## src/rtl/gb_timer_unit.sv

```systemverilog
// gb_timer_unit: DMG/CGB DIV/TIMA/TMA/TAC timer and 0x50 interrupt; `define TIMER_OVF_DELAY_EN for the delayed-reload FSM
module gb_timer_unit #(
  parameter int          TICK_STEP = 4,
  parameter logic [15:0] RESET_DIV = 16'h0000
) (
  input  logic       iClock,
  input  logic       iReset,
  input  logic       iTick,
  input  logic [1:0] iAddr,
  input  logic       iWe,
  input  logic [7:0] iData,
  output logic [7:0] oData,
  output logic       oInterrupt0x50
);
  if (TICK_STEP != 1 && TICK_STEP != 2 && TICK_STEP != 4) begin : g_bad_step
    $error("gb_timer_unit: TICK_STEP must be 1, 2 or 4");
  end
  logic [15:0] cnt_q, cnt_d;
  logic [7:0]  tima_q, tima_d, tma_q, tma_d, tima_inc;
  logic [2:0]  tac_q, tac_d;
  logic        sel_q, sel_d, irq_q, irq_d;
  logic        wr_div, wr_tima, wr_tma, wr_tac, inc;
  assign wr_div   = iWe & (iAddr == 2'd0);
  assign wr_tima  = iWe & (iAddr == 2'd1);
  assign wr_tma   = iWe & (iAddr == 2'd2);
  assign wr_tac   = iWe & (iAddr == 2'd3);
  assign tima_inc = tima_q + 8'd1;
  assign inc      = sel_q & ~sel_d;
  // Divider, TMA/TAC next state and the selected divider tap feeding the falling-edge detector
  always_comb begin
    cnt_d = wr_div ? 16'h0000 : iTick ? cnt_q + 16'(TICK_STEP) : cnt_q;
    tma_d = wr_tma ? iData : tma_q;
    tac_d = wr_tac ? iData[2:0] : tac_q;
    sel_d = tac_q[2] & (tac_q[1:0] == 2'd0 ? cnt_q[9] :
                        tac_q[1:0] == 2'd1 ? cnt_q[3] :
                        tac_q[1:0] == 2'd2 ? cnt_q[5] : cnt_q[7]);
  end
`ifdef TIMER_OVF_DELAY_EN
  typedef enum logic [1:0] {RUN, OVF_PEND, RELOAD} state_t;
  state_t state_q, state_d;
  // Overflow FSM: TIMA sits at 00 for one M-cycle, then reloads from TMA and raises the interrupt
  always_comb begin
    state_d = state_q;
    tima_d  = tima_q;
    irq_d   = 1'b0;
    case (state_q)
      RUN: begin
        if (wr_tima) tima_d = iData;
        else if (inc) begin
          tima_d = tima_inc;
          if (tima_q == 8'hFF) state_d = OVF_PEND;
        end
      end
      OVF_PEND: begin
        if (wr_tima) begin
          tima_d  = iData;
          state_d = RUN;
        end else if (iTick) begin
          tima_d  = tma_d;
          irq_d   = 1'b1;
          state_d = RELOAD;
        end else if (inc) tima_d = tima_inc;
      end
      RELOAD: begin
        if (wr_tma) tima_d = iData;
        else if (inc) tima_d = tima_inc;
        if (iTick) state_d = RUN;
      end
      default: state_d = RUN;
    endcase
  end
`else
  // Immediate reload: the wrapping increment loads TMA and raises the interrupt at once
  always_comb begin
    irq_d  = inc & ~wr_tima & (tima_q == 8'hFF);
    tima_d = wr_tima ? iData : inc ? (tima_q == 8'hFF ? tma_q : tima_inc) : tima_q;
  end
`endif
  // State registers
  always_ff @(posedge iClock) begin
    if (iReset) begin
      cnt_q   <= RESET_DIV;
      tima_q  <= 8'h00;
      tma_q   <= 8'h00;
      tac_q   <= 3'b000;
      sel_q   <= 1'b0;
      irq_q   <= 1'b0;
`ifdef TIMER_OVF_DELAY_EN
      state_q <= RUN;
`endif
    end else begin
      cnt_q   <= cnt_d;
      tima_q  <= tima_d;
      tma_q   <= tma_d;
      tac_q   <= tac_d;
      sel_q   <= sel_d;
      irq_q   <= irq_d;
`ifdef TIMER_OVF_DELAY_EN
      state_q <= state_d;
`endif
    end
  end
  assign oData = iAddr == 2'd0 ? cnt_q[15:8] :
                 iAddr == 2'd1 ? tima_q :
                 iAddr == 2'd2 ? tma_q : {5'h1F, tac_q};
  assign oInterrupt0x50 = irq_q;
endmodule

```

## config.mk

```make
export PLATFORM = sky130hd
export DESIGN_NAME = gb_timer_unit
export DESIGN_NICKNAME = d
export VERILOG_FILES = /design/src/rtl/gb_timer_unit.sv
export SDC_FILE = /design/constraint.sdc
export NUM_CORES = 1
export LEC_CHECK = 0
export CORE_ASPECT_RATIO = 1.75
export CORE_UTILIZATION = 48
export CTS_CLUSTER_DIAMETER = 80
export CTS_CLUSTER_SIZE = 30
export DETAILED_ROUTE_END_ITERATION = 16
export GPL_ROUTABILITY_DRIVEN = 0
export GPL_TIMING_DRIVEN = 0
export PLACE_DENSITY = 0.7
export SLEW_MARGIN = 20
export SYNTH_ARGS = -nofsm -noshare
export SYNTH_HDL_FRONTEND = slang
export SYNTH_SLANG_ARGS = --single-unit
```

## constraint.sdc

```tcl
create_clock -name iClock -period 4.45 [get_ports iClock]
set_clock_uncertainty 0.2 [all_clocks]
set_input_delay 0.445 -clock iClock [delete_from_list [all_inputs] [get_ports iClock]]
set_output_delay 0.445 -clock iClock [all_outputs]
set_load 0.01 [all_outputs]
```

==> metrics.csv <==
metric;value;unit
grt_antenna_before_repair;0;
syn_area;1910;sq um
clock_path_buffers;2;
register_area;701;sq um
cp.required;3.81;ns
clock_latency;0.28;ns
dpl_cell_area;2170;sq um
cts.reportedPaths.clkPinSlew;0.07;ns
num_rows;30;
p_leak;0.865;nW
swShare;0.247;
areaGrowthSynthToFinish;17.9;%
synth_nets;223;
die_h;85.4;um
irDropWorstVdd;207;uV
setup_ws;1.42;ns
post-synth-top-area-cell;dfxtp_1;
timing.final.crit_share;0.680;
synthCells;207;
die_w;49.7;um
max_freq;0.331;GHz
dr.max_layer_used;met4;
ys_top_cells_by_area;dfxtp_1, mux2i_1, nor2_1;
p_clk_frac;0.349;
ioPinCount;23;
rr_endpoint;tima_q[0]$_SDFFE_PP0P_;
cts_buffers;5;
drtAntennaViolNets;0;
wl;4620;um
met1_length;1860;um
end_kind;primary output;
drt_pass1_iterations;5;
vias;1684;
grt_setup_unrepaired;false;
hpwl;3540;um
synth_top_area_frac;0.367;
maxCapViolCount;0;
whs_endpoint;tima_q[3]$_SDFFE_PP0P_;
post-cts-setup-buffers;0;
initial_core_util;0.498;
diodes;0;
final_cell_mix;dfxtp_1, nor2_1, clkdlybuf4s50_1, mux2i_1, nand2_1;
core;3830;sq um
final_common_cell;dfxtp_1;
holdWs;0.162;ns
min_path_type;primary input to flop;
cts_sinks;35;
drive_gt1_frac;0.132;
htreeDepth;2;
wl_met2;2510;um
whs_path_depth;2;
crit_type;primary input to primary output;
io_buffers;20;
viasPerCell;5.95;
multiInputGateArea;1140;sq um
start_kind;primary input;
yosysSeqAreaShare;0.367;
synth_area_per_cell;9.22;sq um
pwr-share-comb;0.119;
tns;0;ns
synth-warning-count;0;
die-area;4240;sq um
setup_viol;0;
post_cts_resized;0;
grt_pass1_wl;7650;um
r2r_setup_slack;2.41;ns
fin_crit;3.03;ns
grt_pass1_vias;1640;
worstHoldStart;iReset;
power_density;277;nW/um^2
intPower;0.469;mW
routedWlPerCell;16.3;um
place_ws;1.44;ns
grt_use_total;0.240;
stdcell_area;2250;sq um
cp.arrival;2.38;ns
synth_cell_types;49;
status;finished, final reports clean;
relSlewSlack;0.523;
root_buffer;clkbuf_8;
wl_met3;147;um
hold_buffers;0;
r2r_cells;5;
seqPwrFrac;0.532;
n_fill_cell;381;
fin_nets;250;
worst_r2r_startpoint;tima_q[1]$_SDFFE_PP0P_;
grt_overflow;0;
grt_max_degree;11;
path_max_fanout;10;
slew_violations;0;
worstMarginPinSlew;0.710;ns
ys_ff_latch;35;
p_sw;0.154;mW
final_hold_viol_count;0;
cts_tree;done;
drc_errors;0;
drt-initial-drc-count;27;
[synth_stat cells (all sizes together)]
library cell  number
a2111oi            1
a211o              1
a211oi             2
a21o               1
a21oi              4
a311oi             2
a31oi              2
a41oi              3
and2               1
and3               7
and3b              1
and4               2
buf                7
clkbuf             2
dfxtp             35
ha                 2
inv                4
mux2               5
mux2i             15
mux4               3
nand2             12
nand2b             3
nand3              6
nand3b             1
nand4              9
nor2              29
nor3               4
o21ai             11
o221a              1
o221ai             1
o22a               5
o22ai              1
o311ai             1
o31ai              2
o32ai              1
o41ai              3
or2                2
or3                5
xnor2              3
xor2               7
[sequential cells by signal (all words and copies together) (netlist names)]
signal          flops
tima_q              8
tma_q               8
cnt_q              14
sel_q               1
oInterrupt0x50      1
tac_q               3
[power groups by stage]
stage	registers [mW]	clock network, mW	logic (mW)
final	0.331	0.217	0.0741
after global routing	0.332	0.239	0.0804
after floorplan	0.335	0	0.0438
after global placement	0.338	0	0.0735
after CTS	0.331	0.226	0.0746
after detailed placement	0.338	0	0.0743
[metrics by stage]
step	utilization	cells	power (mW)
finish	0.588	283	0.623
global route	0.588	283	0.651
CTS	0.588	283	0.632
detailed placement	0.566	275	0.412
global placement	0.566	275	0.412
floorplan	-	207	0.378
[worst max path at each step]
stage,startpoint,end,slack (ns),cells past startpoint
floorplan,iAddr[0],oData[1],2.55,2
global placement,iAddr[0],oData[1],1.45,4
detailed placement,iAddr[0],oData[1],1.44,4
CTS,iAddr[0],oData[1],1.44,4
global route,iAddr[0],oData[1],1.39,4
finish,iAddr[0],oData[1],1.42,4
[layer usage]
metal	track usage	vias to the layer above
met3	0.0394	10
met1	0.251	805
met2	0.451	36
li1	-	833
met5	0	-
met4	0.106	0
[cells by family (layout without fill, tap and decap cells)]
group | count (synthesis) | after routing | synth area share
AO/OA/AOI/OAI | 42 | 42 | 0.174
XOR/XNOR | 10 | 10 | 0.0459
adder cells (fa/ha/maj) | 2 | 2 | 0.0131
buffers and inverters | 13 | 41 | 0.0348
flip-flops | 35 | 35 | 0.367
multiplexers | 23 | 23 | 0.146
AND/OR/NAND/NOR | 82 | 82 | 0.220
[critical path, stage by stage]
cell and delay (ns):
clkdlybuf4s50_1 0.55, buf_2 0.29, mux4_1 0.59, clkdlybuf4s50_1 0.50
[final cells by class]
cell class                      count  share of cell area
Inverter                            4             0.00667
Clock inverter                      1             0.00222
Buffer                              9              0.0228
Multi-Input combinational cell    159               0.507
Clock buffer                        7              0.0339
Sequential cell                    35               0.311
Timing Repair Buffer               20              0.0890
Tap cell                           48              0.0267
Power figures use the tool's default switching activity.
